==> src/rtl/utopia1_phy_tx_pkg.sv <==
// Shared Utopia cell constants and the byte-serial HEC CRC-8 step.
package utopia_pkg;
  localparam int         CELL_BYTES = 53;
  localparam logic [7:0] HEC_POLY   = 8'h07;
  localparam logic [7:0] HEC_COSET  = 8'h55;

  typedef logic [5:0] off_t;
  localparam off_t LAST_OFF = 6'd52;
  localparam off_t HEC_OFF  = 6'd4;

  typedef enum logic [1:0] {IDLE, SEND, PAUSE} rd_state_e;

  // MSB-first CRC-8 over one byte
  function automatic logic [7:0] crc8_step(input logic [7:0] crc, input logic [7:0] b);
    logic [7:0] c;
    c = crc ^ b;
    for (int i = 0; i < 8; i++) c = c[7] ? ((c << 1) ^ HEC_POLY) : (c << 1);
    return c;
  endfunction
endpackage

==> src/rtl/utopia1_phy_tx_if.sv <==
// Source byte stream plus Utopia L1 cell-level handshake toward the ATM layer.
interface utopia1_phy_tx_if;
  logic [7:0] in_data;
  logic       in_soc;
  logic       in_valid;
  logic       in_ready;
  logic [7:0] data;
  logic       soc;
  logic       en;
  logic       clav;

  modport master (input  in_data, in_soc, in_valid, en,
                  output in_ready, data, soc, clav);
  modport slave  (output in_data, in_soc, in_valid, en,
                  input  in_ready, data, soc, clav);
endinterface

==> src/rtl/utopia1_phy_tx_hec_gen.sv <==
// Byte-serial CRC-8 accumulator; clr together with step restarts on the given byte.
module utopia_hec_gen
  import utopia_pkg::*;
(
  input  logic       clk,
  input  logic       rst,
  input  logic       clr,
  input  logic       step,
  input  logic [7:0] byte_in,
  output logic [7:0] value
);
  always_ff @(posedge clk) begin
    if (rst)       value <= 8'h00;
    else if (step) value <= crc8_step(clr ? 8'h00 : value, byte_in);
    else if (clr)  value <= 8'h00;
  end
endmodule

==> src/rtl/utopia1_phy_tx.sv <==
// Utopia L1 PHY cell source: buffers DEPTH cells from a byte stream and plays them out under en.
module utopia1_phy_tx
  import utopia_pkg::*;
#(
  parameter int DEPTH   = 2,
  parameter bit GEN_HEC = 1'b1
) (
  input  logic                         clk,
  input  logic                         rst,
  utopia1_phy_tx_if.master             bus,
  output logic [$clog2(DEPTH+1)-1:0]   cell_cnt,
  output logic [7:0]                   drop_cnt
);
  localparam int CNT_W  = $clog2(DEPTH+1);
  localparam int MEM_N  = DEPTH * CELL_BYTES;
  localparam int ADDR_W = $clog2(MEM_N);
  typedef logic [ADDR_W-1:0] addr_t;
  localparam addr_t            STRIDE    = addr_t'(CELL_BYTES);
  localparam addr_t            LAST_BASE = addr_t'((DEPTH-1) * CELL_BYTES);
  localparam logic [CNT_W-1:0] DEPTH_C   = CNT_W'(DEPTH);
  localparam logic [CNT_W-1:0] ONE_C     = CNT_W'(1);

  // Slots are tracked by base address so no slot*53 multiply is needed.
  function automatic addr_t next_base(input addr_t b);
    return (b == LAST_BASE) ? '0 : b + STRIDE;
  endfunction

  logic [7:0] mem [MEM_N];

  off_t       wr_off, wr_off_nxt, rd_off, rd_off_nxt;
  addr_t      wr_base, wr_base_nxt, rd_base, rd_base_nxt;
  addr_t      wr_addr, rd_addr;
  logic [7:0] wr_byte, data_q, hec;
  logic       acc, wr_en, wr_done, drop_inc, hec_clr, hec_step;
  logic       rd_load, rd_rel, soc_q, soc_nxt, clav_q, in_ready_q;
  logic [CNT_W-1:0] cnt_nxt;
  rd_state_e  state, state_nxt;

  assign bus.in_ready = in_ready_q;
  assign bus.data     = data_q;
  assign bus.soc      = soc_q;
  assign bus.clav     = clav_q;

  utopia_hec_gen u_hec (
    .clk     (clk),
    .rst     (rst),
    .clr     (hec_clr),
    .step    (hec_step),
    .byte_in (bus.in_data),
    .value   (hec)
  );

  // Write side: framing, HEC insertion, slot completion
  always_comb begin
    acc         = bus.in_valid && in_ready_q;
    wr_en       = 1'b0;
    wr_addr     = wr_base + addr_t'(wr_off);
    wr_byte     = bus.in_data;
    wr_off_nxt  = wr_off;
    wr_base_nxt = wr_base;
    wr_done     = 1'b0;
    drop_inc    = 1'b0;
    hec_clr     = 1'b0;
    hec_step    = 1'b0;
    if (acc) begin
      if (bus.in_soc) begin
        drop_inc   = (wr_off != '0);
        wr_en      = 1'b1;
        wr_addr    = wr_base;
        wr_off_nxt = 6'd1;
        hec_clr    = 1'b1;
        hec_step   = 1'b1;
      end else if (wr_off == '0) begin
        drop_inc = 1'b1;
      end else begin
        wr_en      = 1'b1;
        wr_off_nxt = wr_off + 6'd1;
        hec_step   = (wr_off < HEC_OFF);
        if (GEN_HEC && wr_off == HEC_OFF) wr_byte = hec ^ HEC_COSET;
        if (wr_off == LAST_OFF) begin
          wr_off_nxt  = '0;
          wr_base_nxt = next_base(wr_base);
          wr_done     = 1'b1;
        end
      end
    end
  end

  // Read side: outputs only move on edges with en low
  always_comb begin
    state_nxt   = state;
    rd_off_nxt  = rd_off;
    rd_base_nxt = rd_base;
    rd_load     = 1'b0;
    rd_rel      = 1'b0;
    soc_nxt     = soc_q;
    rd_addr     = rd_base + addr_t'(rd_off) + addr_t'(1);
    if (!bus.en) begin
      case (state)
        IDLE: begin
          if (cell_cnt != '0) begin
            rd_load    = 1'b1;
            soc_nxt    = 1'b1;
            rd_off_nxt = '0;
            rd_addr    = rd_base;
            state_nxt  = SEND;
          end else begin
            soc_nxt = 1'b0;
          end
        end
        SEND, PAUSE: begin
          if (rd_off == LAST_OFF) begin
            rd_rel      = 1'b1;
            rd_base_nxt = next_base(rd_base);
            rd_off_nxt  = '0;
            soc_nxt     = 1'b0;
            state_nxt   = IDLE;
            // A cell completed on this same edge is not yet eligible.
            if (cell_cnt > ONE_C) begin
              rd_load   = 1'b1;
              soc_nxt   = 1'b1;
              rd_addr   = next_base(rd_base);
              state_nxt = SEND;
            end
          end else begin
            rd_load    = 1'b1;
            soc_nxt    = 1'b0;
            rd_off_nxt = rd_off + 6'd1;
            state_nxt  = SEND;
          end
        end
        default: state_nxt = IDLE;
      endcase
    end else if (state == SEND) begin
      state_nxt = PAUSE;
    end
  end

  always_comb begin
    cnt_nxt = cell_cnt;
    if (wr_done && !rd_rel)      cnt_nxt = cell_cnt + ONE_C;
    else if (!wr_done && rd_rel) cnt_nxt = cell_cnt - ONE_C;
  end

  always_ff @(posedge clk) begin
    if (rst) begin
      state   <= IDLE;
      rd_off  <= '0;
      rd_base <= '0;
    end else begin
      state   <= state_nxt;
      rd_off  <= rd_off_nxt;
      rd_base <= rd_base_nxt;
    end
  end

  always_ff @(posedge clk) begin
    if (rst) begin
      wr_off     <= '0;
      wr_base    <= '0;
      cell_cnt   <= '0;
      drop_cnt   <= 8'h00;
      soc_q      <= 1'b0;
      clav_q     <= 1'b0;
      in_ready_q <= 1'b0;
    end else begin
      wr_off     <= wr_off_nxt;
      wr_base    <= wr_base_nxt;
      cell_cnt   <= cnt_nxt;
      soc_q      <= soc_nxt;
      clav_q     <= (cnt_nxt != '0);
      in_ready_q <= (cnt_nxt < DEPTH_C);
      if (drop_inc && drop_cnt != 8'hFF) drop_cnt <= drop_cnt + 8'h01;
    end
  end

  always_ff @(posedge clk) begin
    if (wr_en) mem[wr_addr] <= wr_byte;
  end

  always_ff @(posedge clk) begin
    if (rst)          data_q <= 8'h00;
    else if (rd_load) data_q <= mem[rd_addr];
  end
endmodule

==> src/flat_wrapper.sv <==
// flat-port wrapper written by rule: the top's interface ports become plain ports
module utopia1_phy_tx_flat import utopia_pkg::*;
#(
  parameter int DEPTH   = 2,
  parameter bit GEN_HEC = 1'b1
)
  (clk, rst, cell_cnt, drop_cnt, bus_in_data, bus_in_soc, bus_in_valid, bus_en, bus_in_ready, bus_data, bus_soc, bus_clav);
  utopia1_phy_tx_if bus_i ();
  input  logic clk;
  input  logic rst;
  output logic [$clog2(DEPTH+1)-1:0] cell_cnt;
  output logic [7:0] drop_cnt;
  input wire logic [$bits(bus_i.in_data)-1:0] bus_in_data;
  input wire logic [$bits(bus_i.in_soc)-1:0] bus_in_soc;
  input wire logic [$bits(bus_i.in_valid)-1:0] bus_in_valid;
  input wire logic [$bits(bus_i.en)-1:0] bus_en;
  output wire logic [$bits(bus_i.in_ready)-1:0] bus_in_ready;
  output wire logic [$bits(bus_i.data)-1:0] bus_data;
  output wire logic [$bits(bus_i.soc)-1:0] bus_soc;
  output wire logic [$bits(bus_i.clav)-1:0] bus_clav;
  assign bus_i.in_data = bus_in_data;
  assign bus_i.in_soc = bus_in_soc;
  assign bus_i.in_valid = bus_in_valid;
  assign bus_i.en = bus_en;
  assign bus_in_ready = bus_i.in_ready;
  assign bus_data = bus_i.data;
  assign bus_soc = bus_i.soc;
  assign bus_clav = bus_i.clav;
  utopia1_phy_tx #(.DEPTH(DEPTH), .GEN_HEC(GEN_HEC)) u_core (.clk(clk), .rst(rst), .bus(bus_i), .cell_cnt(cell_cnt), .drop_cnt(drop_cnt));
endmodule
==> config.mk <==
export PLATFORM = sky130hd
export DESIGN_NAME = utopia1_phy_tx_flat
export DESIGN_NICKNAME = d
export VERILOG_FILES = /design/src/rtl/utopia1_phy_tx_pkg.sv /design/src/rtl/utopia1_phy_tx_if.sv /design/src/rtl/utopia1_phy_tx_hec_gen.sv /design/src/rtl/utopia1_phy_tx.sv /design/src/flat_wrapper.sv
export SDC_FILE = /design/constraint.sdc
export NUM_CORES = 1
export LEC_CHECK = 0
export ABC_AREA = 1
export ABC_CLOCK_PERIOD_IN_PS = 8400
export BUFFER_PORTS_ARGS = -buffer_cell sky130_fd_sc_hd__clkbuf_2
export CORE_ASPECT_RATIO = 1.2
export CORE_MARGIN = 2
export CORE_UTILIZATION = 40
export CTS_BUF_LIST = sky130_fd_sc_hd__clkbuf_8
export CTS_CLUSTER_DIAMETER = 200
export CTS_CLUSTER_SIZE = 25
export DETAILED_ROUTE_END_ITERATION = 8
export PLACE_DENSITY = 0.54
export REMOVE_ABC_BUFFERS = 1
export SLEW_MARGIN = 25
export SYNTH_ARGS = -nofsm -noshare
export SYNTH_HDL_FRONTEND = slang
export SYNTH_SLANG_ARGS = --single-unit
==> constraint.sdc <==
create_clock -name clk -period 8.4 [get_ports clk]
set_input_delay 0.84 -clock clk [delete_from_list [all_inputs] [get_ports clk]]
set_output_delay 0.84 -clock clk [all_outputs]
set_load 0.02 [all_outputs]
**Word-level counts from Yosys, hierarchy flattened**

Memory sizes are Yosys's and may differ from the RTL's. A register that Yosys moved wholly into a read port is not among the register bits.
Cells that the tools add are included.

- Add/sub/neg operators: 10
- $lt $le $gt $ge: 3
- Equality and inequality tests: 12
- Muxes and demuxes: 64
- Bitwise logic cells: 13
- Reductions and logical operators: 19

Operators with widths:

| operator | number |
|---|---|
| 2-to-1 mux 7 bit | 8 |
| 2-to-1 mux 8 bit | 6 |
| 2-to-1 mux 6 bit | 5 |
| 2-to-1 mux 1 bit | 27 |
| 2-to-1 mux 3 bit | 8 |
| inverter 3 bit | 8 |
| adder 7 x 6 -> 7 bit | 2 |
| adder 7 x 6 -> 7 bit (second input constant) | 2 |
| equality test 7 x 6 -> 1 bit (second input constant) | 2 |
| case mux 7 bit (2 select lines) | 1 |
| adder 6 x 1 -> 6 bit (second input constant) | 2 |
| equality test 6 bit (second input constant) | 2 |
| case mux 6 bit (2 select lines) | 1 |
| 2-to-1 mux 2 bit | 5 |
| adder 8 x 1 -> 8 bit (second input constant) | 1 |
| != test 8 bit (second input constant) | 1 |
| XOR 8 bit | 1 |
| adder 7 x 1 -> 7 bit (second input constant) | 1 |
| equality test 6 x 3 -> 1 bit (second input constant) | 1 |
| logical NOT 6 bit | 1 |
| less-than comparator 6 x 3 -> 1 bit (second input constant) | 1 |
| AND reduction 2 bit | 3 |
| AND reduction 3 bit | 2 |
| nonzero test 2 bit | 3 |
| 19 further kinds | 27 |

- Register bits: 49
- Memory bits (writable): 848
- Input port bits: 13
- Output and inout port bits: 21
- Logic and storage cells: 133
- Memories kept: 1

Memory list:

| memory | depth | bits a word | read ports | clocked after memory_dff | write ports | line | source |
|---|---|---|---|---|---|---|---|
| u_core.mem | 106 | 8 | 1 | 1 | 1 | utopia1_phy_tx.sv:28 | `logic [7:0] mem [MEM_N];` |

**Logic depth before layout (Yosys ltp)**

Gate-level depths: netlist (run 1).

- Depth after elaboration: 21
- Mapped depth: 23
- Gate-level depth less buffers: 21

**Cells and area by module**

Synthesis (run 1) repeated with hierarchy kept, for this count alone.

- Cells, all modules: 3830
- Area, all modules: 40662.7 µm²

Modules (own cells, without submodules):

| module | instances | cells an instance | area each (µm²) | seq. area each (µm²) |
|---|---|---|---|---|
| utopia1_phy_tx | 1 | 3692 | 39821.9 | 26445.4 |
| utopia_hec_gen | 1 | 138 | 840.8 | 160.2 |

**Worst setup path before layout (run 1)**

Ideal clock, no wire load.

- Kind: in2reg
- Start: input bus_in_valid
- End: memory u_core.mem[0][0] (data pin)
- Library setup time: 1.027 ns
- Arrival: 5.624 ns
- Required time: 7.373 ns
- Slack: 1.749 ns
- Stages on the path: 5
- Path buffers: 1
- Cells stage by stage: nand2_1 -> inv_1 -> nand4_1 -> clkbuf_1 -> o21ai_0

- Word-level cells in the longest chain between the ends: 2

Ends and longest elaborated chain:

| item | line | source |
|---|---|---|
| start, declared | flat_wrapper.sv:15 | `input wire logic [$bits(bus_i.in_valid)-1:0] bus_in_valid;` |
| logical AND 1 bit | utopia1_phy_tx.sv:55 | `acc = bus.in_valid && in_ready_q;` |
| 2-to-1 mux 8 bit | utopia1_phy_tx.sv:65 | `if (acc) begin` |
| via u_core.wr_byte[0] | utopia1_phy_tx.sv:33 | `logic [7:0] wr_byte, data_q, hec;` |
| end, declared | utopia1_phy_tx.sv:28 |  |

The timed path passes the listed nets, and every way through them passes these cells.

**Final worst setup path (run 1)**

- Start: register u_core.cell_cnt[0]
- End: register u_core.data_q[0], in the netlist u_core.bus.data[0] (read register of u_core.mem)

- Word-level cells in the longest chain between the ends: 5
- Elaborated cells between the ends (all ways): 12
- Classes of those cells: 1 x order compare; 10 x mux; 1 x reduce/logical

Ends and longest elaborated chain:

| item | line | source |
|---|---|---|
| start, declared | utopia1_phy_tx.sv:11 | `output logic [$clog2(DEPTH+1)-1:0] cell_cnt,` |
| start signal, assigned | utopia1_phy_tx.sv:169 | `cell_cnt <= cnt_nxt;` |
| > comparator 2 x 1 -> 1 bit | utopia1_phy_tx.sv:119 | `if (cell_cnt > ONE_C) begin` |
| 2-to-1 mux 7 bit / 2-to-1 mux 1 bit (equally long branches) | utopia1_phy_tx.sv:119 |  |
| 2-to-1 mux 7 bit / 2-to-1 mux 1 bit (equally long branches) | utopia1_phy_tx.sv:112 | `if (rd_off == LAST_OFF) begin` |
| case mux 7 bit (2 select lines) / case mux 1 bit (2 select lines) (equally long branches) | utopia1_phy_tx.sv:99 | `case (state)` |
| 2-to-1 mux 7 bit / 2-to-1 mux 1 bit (equally long branches) | utopia1_phy_tx.sv:98 | `if (!bus.en) begin` |
| end, declared | utopia1_phy_tx.sv:33 |  |

Several ways; a longest one is shown, not always the timed one.
A chain may end at the register's enable or synchronous reset.

==> results of run 1 <==
-- flip-flops by register name, indices dropped and copies added, names as in the netlist --
signal               count
u_core.mem             848
u_core.bus.data          8
u_core.drop_cnt          8
u_core.u_hec.value       8
u_core.rd_base           7
u_core.wr_base           7
u_core.rd_off            6
u_core.wr_off            6
u_core.cell_cnt          2
u_core.state             2
u_core.bus.clav          1
u_core.bus.in_ready      1
u_core.bus.soc           1
-- stage by stage --
stage / setup TNS, ns / setup slack, ns / util [%] / cell area [um^2] / total power, W
after floorplan: -11.53 / -1.44 / - / 39300 / 0.00623
after global placement: 0 / 3.13 / 41.6 / 41600 / 0.00667
after detailed placement: 0 / 3.06 / 41.7 / 41600 / 0.00667
after CTS: 0 / 3.27 / 42.4 / 42400 / 0.00850
after global routing: 0 / 2.81 / 42.4 / 42400 / 0.00879
final: 0 / 3.33 / 42.4 / 42400 / 0.00845
-- final timing paths --
check	start	to	slack (ns)	cells past startpoint
max reg2reg	u_core.cell_cnt[0]	u_core.bus.data[0]	3.33	20
max	u_core.cell_cnt[0]	u_core.bus.data[0]	3.33	20
min reg2reg	u_core.rd_off[0]	u_core.rd_off[0]	0.50	2
min	bus_en	u_core.state[1]	0.43	3
-- synthesized netlist by cell type, types with 55 or more instances --
master	count	share of area (%)
clkbuf_1	79	0.74
nand3_1	670	8.3
nand3b_1	168	3.1
edfxtp_1	848	63
nor2_1	162	1.5
o21ai_0	58	0.72
nand2_1	787	7.3
inv_1	467	4.4
o211ai_1	123	2.3
a21oi_1	55	0.68
dfxtp_1	57	2.8
buf_2	109	1.4
-- cell families (layout without fill, tap and decap cells) --
kind of cell             Yosys count  count (layout)
flip-flops                       905             905
multiplexers                       2               2
AND/OR/NAND/NOR                 1827            1827
AO/OA/AOI/OAI                    267             267
adder cells (fa/ha/maj)           30              30
XOR/XNOR                          35              35
buffers and inverters            694             633
other                              0               3
-- worst max-delay path: stages, from the launching register on --
cell,delay [ns]
dfxtp_1,0.38
inv_1,0.07
ha_1,0.24
a21oi_2,0.20
nand2_2,0.12
inv_2,0.12
nand2_2,0.12
nand2_8,0.53
nand2_8,0.58
inv_2,0.93
buf_4,0.57
nand2_1,0.10
nand2_1,0.08
nand2_1,0.05
nand3_1,0.09
nand3_1,0.08
nand3_1,0.10
nand3_1,0.14
nand3_1,0.17
nand2_1,0.06
a21oi_1,0.11
-- power breakdown --
group	leakage (nW)	internal, W	switching, W	total [W]
Sequential	8.08	0.00494	0.0000244	0.00497
Clock	0.482	0.000494	0.00138	0.00187
Combinational	7.57	0.000438	0.00117	0.00161
Total	16.1	0.00587	0.00257	0.00845
-- layer usage --
layer | up-vias | wire length, um | part of all wire (%)
met1 | 13000 | 47800 | 44
li1 | 12600 | - | -
met2 | 759 | 52400 | 48
met4 | 2 | 3590 | 3.3
met5 | - | 13 | 0.012
met3 | 152 | 5750 | 5.2
-- final cells by class --
cell class | count | area share (%)
Antenna cell | 3 | 0.0177
Clock buffer | 43 | 1.40
Clock inverter | 34 | 0.348
Inverter | 474 | 4.20
Multi-Input combinational cell | 2161 | 26.0
Sequential cell | 905 | 62.8
Tap cell | 1290 | 3.81
Timing Repair Buffer | 82 | 1.42
==> results.yml, run 1 <==
clock_tree:
  path_clk_slew_ns: 0.15
  cts_resized: 0
  postCtsSetupRepairBufs: 0
  clkSinkCount: 905
  cts_hold_buf: 0
  root_buffer: "clkbuf_8"
  cts_tree: "yes"
  numCtsBuffers: 42
  clkLatencyLatePin_ns: 0.73
  clk_path_buf_depth: 3
  htree_levels: 2
grt:
  grt_busiest_layer: "met2"
  met1_usage_pct: 28.7
  grt_max_degree: 159
  grt_pass1_vias: 25200
  grt_overflow: 0
  antenna_found_initial: 4
  grt_pass1_wl_um: 164000
  grt_usage_pct: 21.1
  grtUsageMet2_pct: 35.4
  met3_usage_pct: 2.41
placed_design:
  gp_congestion: 0.825
  place_inst: 4912
  portBuffers: 33
  hpwl_um: 63300
timing:
  fmax_mhz: 197
  fin_crit_sh_pct: 60.4
  slew_headroom_pct: 32.4
  min_period_ns: 5.07
  setup_viol: 0
  hold_viol_final: 0
  tightestPinTransition_ns: 1.01
  rsz0062_at_grt: "no"
  skew_ns: 0.0514
  finalMaxSlewViolations: 0
  timing.hold.ws_ns: 0.428
final_layout:
  multi_input_area_um2: 11000
  syn_to_final_growth_pct: 5.23
  final_common_cell: "edfxtp_1"
  fin_nets: 3709
  filler_cell_count: 9379
  layout_common_cells: "848 x edfxtp_1, 786 x nand2_1, 670 x nand3_1, 497 x inv_1, 168 x nand3b_1"
  seqCellArea_um2: 26600
  drive_gt1_share_pct: 4.60
  fin_cells: 4992
synth:
  async_flop_share_pct: 0
  synth_cell_types: 44
  synth_simple_gate_area_share_pct: 20.9
  ys_ff_latch: 905
  ys_seq_area_share_pct: 66.1
  muxShareOfSynthArea_pct: 0.0559
  synth_fa_ha_area_share_pct: 0.969
  syn_area_um2: 40300
  synth-warning-count: 0
  synth_edf_count: 848
  syn_avg_cell_area_um2: 10.7
  synth-xor-area-share_pct: 0.761
  ys.flop_type: "edfxtp_1"
  synth_top_family_by_area: "simple AND/OR/NAND/NOR gates"
  synth_compound_area_share_pct: 4.26
  syn_inst: 3760
worst_hold_path:
  min_path_type: "in2reg"
power_and_ir_drop:
  leakagePower_nw: 16.1
  vdd_drop_max_uv: 150
  power.density_nw_per_um2: 199
worst_setup_path:
  critPathMaxFanout: 113
  cp-start-kind: "flip-flop"
  critPathKind: "reg2reg"
  worstSetupEndpointType: "flip-flop"
  critPathRequiredTime_ns: 9.05
  critPathArrivalTime_ns: 5.72
route:
  first_iter_violations: 2284
  wl_per_cell_um: 21.9
  route.detailed.drc: 0
  dr.pass1.iters: 6
  ant_nets: 0
  via_count: 26500
  finalWirelength_um: 109000
  via_per_inst: 5.31
floorplanning:
  die_h_um: 352
  core_area_um2: 99900
  die_w_um: 294
  rows: 127
  design.portCount: 34
  initial_core_util_pct: 40.3
  die-area_um2: 103000
run_status:
  outcome: "completed"
run:
  drv_cap: 0
(Power assumes the default switching activity.)
==> run 2, diff against run 1 <==
--- a/config.mk
+++ b/config.mk
@@ -6,7 +6,7 @@
 export NUM_CORES = 1
 export LEC_CHECK = 0
 export ABC_AREA = 1
-export ABC_CLOCK_PERIOD_IN_PS = 8400
+export ABC_CLOCK_PERIOD_IN_PS = 4500
 export BUFFER_PORTS_ARGS = -buffer_cell sky130_fd_sc_hd__clkbuf_2
 export CORE_ASPECT_RATIO = 1.2
 export CORE_MARGIN = 2
@@ -15,7 +15,7 @@
 export CTS_CLUSTER_DIAMETER = 200
 export CTS_CLUSTER_SIZE = 25
 export DETAILED_ROUTE_END_ITERATION = 8
-export PLACE_DENSITY = 0.54
+export PLACE_DENSITY = 0.56
 export REMOVE_ABC_BUFFERS = 1
 export SLEW_MARGIN = 25
 export SYNTH_ARGS = -nofsm -noshare
==> constraint.sdc (replaced) <==
create_clock -name clk -period 4.5 [get_ports clk]
set_input_delay 0.45 -clock clk [delete_from_list [all_inputs] [get_ports clk]]
set_output_delay 0.45 -clock clk [all_outputs]
set_load 0.02 [all_outputs]
==> results.yml, run 2 (synthesis results as in run 1) <==
final_layout:
  regMostFlops: "u_core.mem"
  layout_common_cells: "848 x edfxtp_1, 787 x nand2_1, 670 x nand3_1, 488 x inv_1, 168 x nand3b_1"
  drive_gt1_share_pct: 6.40
  syn_to_final_growth_pct: 7.00
  fin_cells: 5055
  final_common_cell: "edfxtp_1"
  largest_register_ffs: 848
  fin_util_pct: 43.1
  fin_area_um2: 43100
  filler_cell_count: 9432
  fin_nets: 3784
placed_design:
  gp_congestion: 0.843
  placed_area_um2: 42400
  hpwl_um: 66700
  portBuffers: 33
  place_inst: 4987
route:
  dr.pass1.iters: 5
  via_count: 26800
  finalWirelength_um: 110000
  ant_nets: 0
  via_per_inst: 5.30
  first_iter_violations: 2572
  wl_per_cell_um: 21.7
  route.detailed.drc: 0
worst_setup_path:
  critPathMaxFanout: 8
  critPathArrivalTime_ns: 4.14
  critPathKind: "reg2reg"
  max_stage_delay_ns: 0.85
  critPathRequiredTime_ns: 4.84
  path_cells: "ha_1 -> fa_1 -> inv_1 -> o31ai_1 -> inv_1 -> nor2_1 -> o21ai_0 -> a21oi_1 -> xor2_1 -> nor2_1 -> buf_4 -> nand2_1 -> nor2_1"
  critPathMostFrequentCell: "nor2_1"
  cp-start-kind: "flip-flop"
  crit_slowest_cell: "nor2_1"
  worstSetupEndpointType: "flip-flop"
floorplanning:
  design.portCount: 34
  die_h_um: 352
  die-area_um2: 103000
  rows: 127
  die_w_um: 294
  core_area_um2: 99900
  initial_core_util_pct: 40.3
grt:
  grt_overflow: 0
  grt_max_degree: 140
  met1_usage_pct: 28.2
  antenna_found_initial: 1
  met3_usage_pct: 2.21
  grt_pass1_vias: 26000
  grt_pass1_wl_um: 165000
  grt_usage_pct: 21.2
  grtUsageMet2_pct: 36.3
  grt_busiest_layer: "met2"
clock_tree:
  clk_path_buf_depth: 3
  root_buffer: "clkbuf_8"
  postCtsSetupRepairBufs: 0
  cts_resized: 0
  clkSinkCount: 905
  numCtsBuffers: 42
  cts_hold_buf: 0
  htree_levels: 2
  path_clk_slew_ns: 0.16
  cts_tree: "yes"
  clkLatencyLatePin_ns: 0.74
power_and_ir_drop:
  vdd_drop_max_uv: 287
  seqPwrFrac_pct: 58.8
  power.density_nw_per_um2: 366
  pwr-share-clk_pct: 21.6
  leakagePower_nw: 16.5
  p_sw_w: 0.00473
  switching_share_pct: 30.0
  combPwrFrac_pct: 19.6
  p_int_w: 0.0110
timing:
  rsz0062_at_grt: "no"
  tightestPinTransition_ns: 1.02
  skew_ns: 0.0689
  hold_viol_final: 0
  slew_headroom_pct: 31.9
  finalMaxSlewViolations: 0
  setup_viol: 0
  fin_crit_sh_pct: 84.6
  fmax_mhz: 263
  min_period_ns: 3.81
run_status:
  outcome: "completed"
worst_hold_path:
  min_path_type: "in2reg"
run:
  drv_cap: 0
-- run 2: per-stage QoR --
stage	hold WS, ns	power (W)	setup WS, ns	TNS, ns
6_report	0.0734	0.0158	0.694	0
5_1_grt	0.0458	0.0164	0.435	0
4_1_cts	0.00599	0.0159	0.685	0
3_5_place_dp	0.478	0.0125	0.731	0
3_3_place_gp	0.475	0.0125	0.647	0
2_1_floorplan	0.449	0.0116	-5.32	-1113.93
-- run 2: area by class of cell --
type | instances | area, um^2 | share of cell area [%]
tap | 1290 | 1610 | 3.75
clock buffer | 43 | 592 | 1.37
sequential | 905 | 26600 | 61.7
multi-input combinational | 2161 | 11000 | 25.6
clock inverter | 24 | 110 | 0.255
inverter | 474 | 1780 | 4.13
antenna | 1 | 2.50 | 0.00581
timing repair buffer | 157 | 1370 | 3.18
-- run 2: path summary, 6_finish.rpt --
check,startpoint,endpoint,slack [ns],cells past startpoint
min reg2reg,u_core.rd_off[0],u_core.rd_off[0],0.49,2
min,bus_en,u_core.state[1],0.07,3
max reg2reg,u_core.wr_base[0],u_core.mem[50][7],0.69,13
max,u_core.wr_base[0],u_core.mem[50][7],0.69,13
-- run 2: power groups by stage --
stage	registers (W)	logic [W]	clock network (W)
global placement	0.00945	0.00309	0
detailed placement	0.00945	0.00310	0
finish	0.00926	0.00309	0.00341
CTS	0.00926	0.00311	0.00350
global route	0.00926	0.00341	0.00375
floorplan	0.00947	0.00216	0
-- run 2: layer usage --
layer	wire (um)	part of all wire [%]
met2	53500	49
met1	46600	42
met3	5970	5.4
met5	0	0
met4	3580	3.3
-- run 2: worst max-delay path, delay by kind of cell (launching register included) --
kind                       cells  cell delay (ns)
and+or+nand+nor                4             1.47
AOI/OAI and AO/OA              3             0.55
DFF                            1             0.48
adders and majority gates      2             0.45
buffers and inverters          3             0.31
xor gates and xnor gates       1             0.15
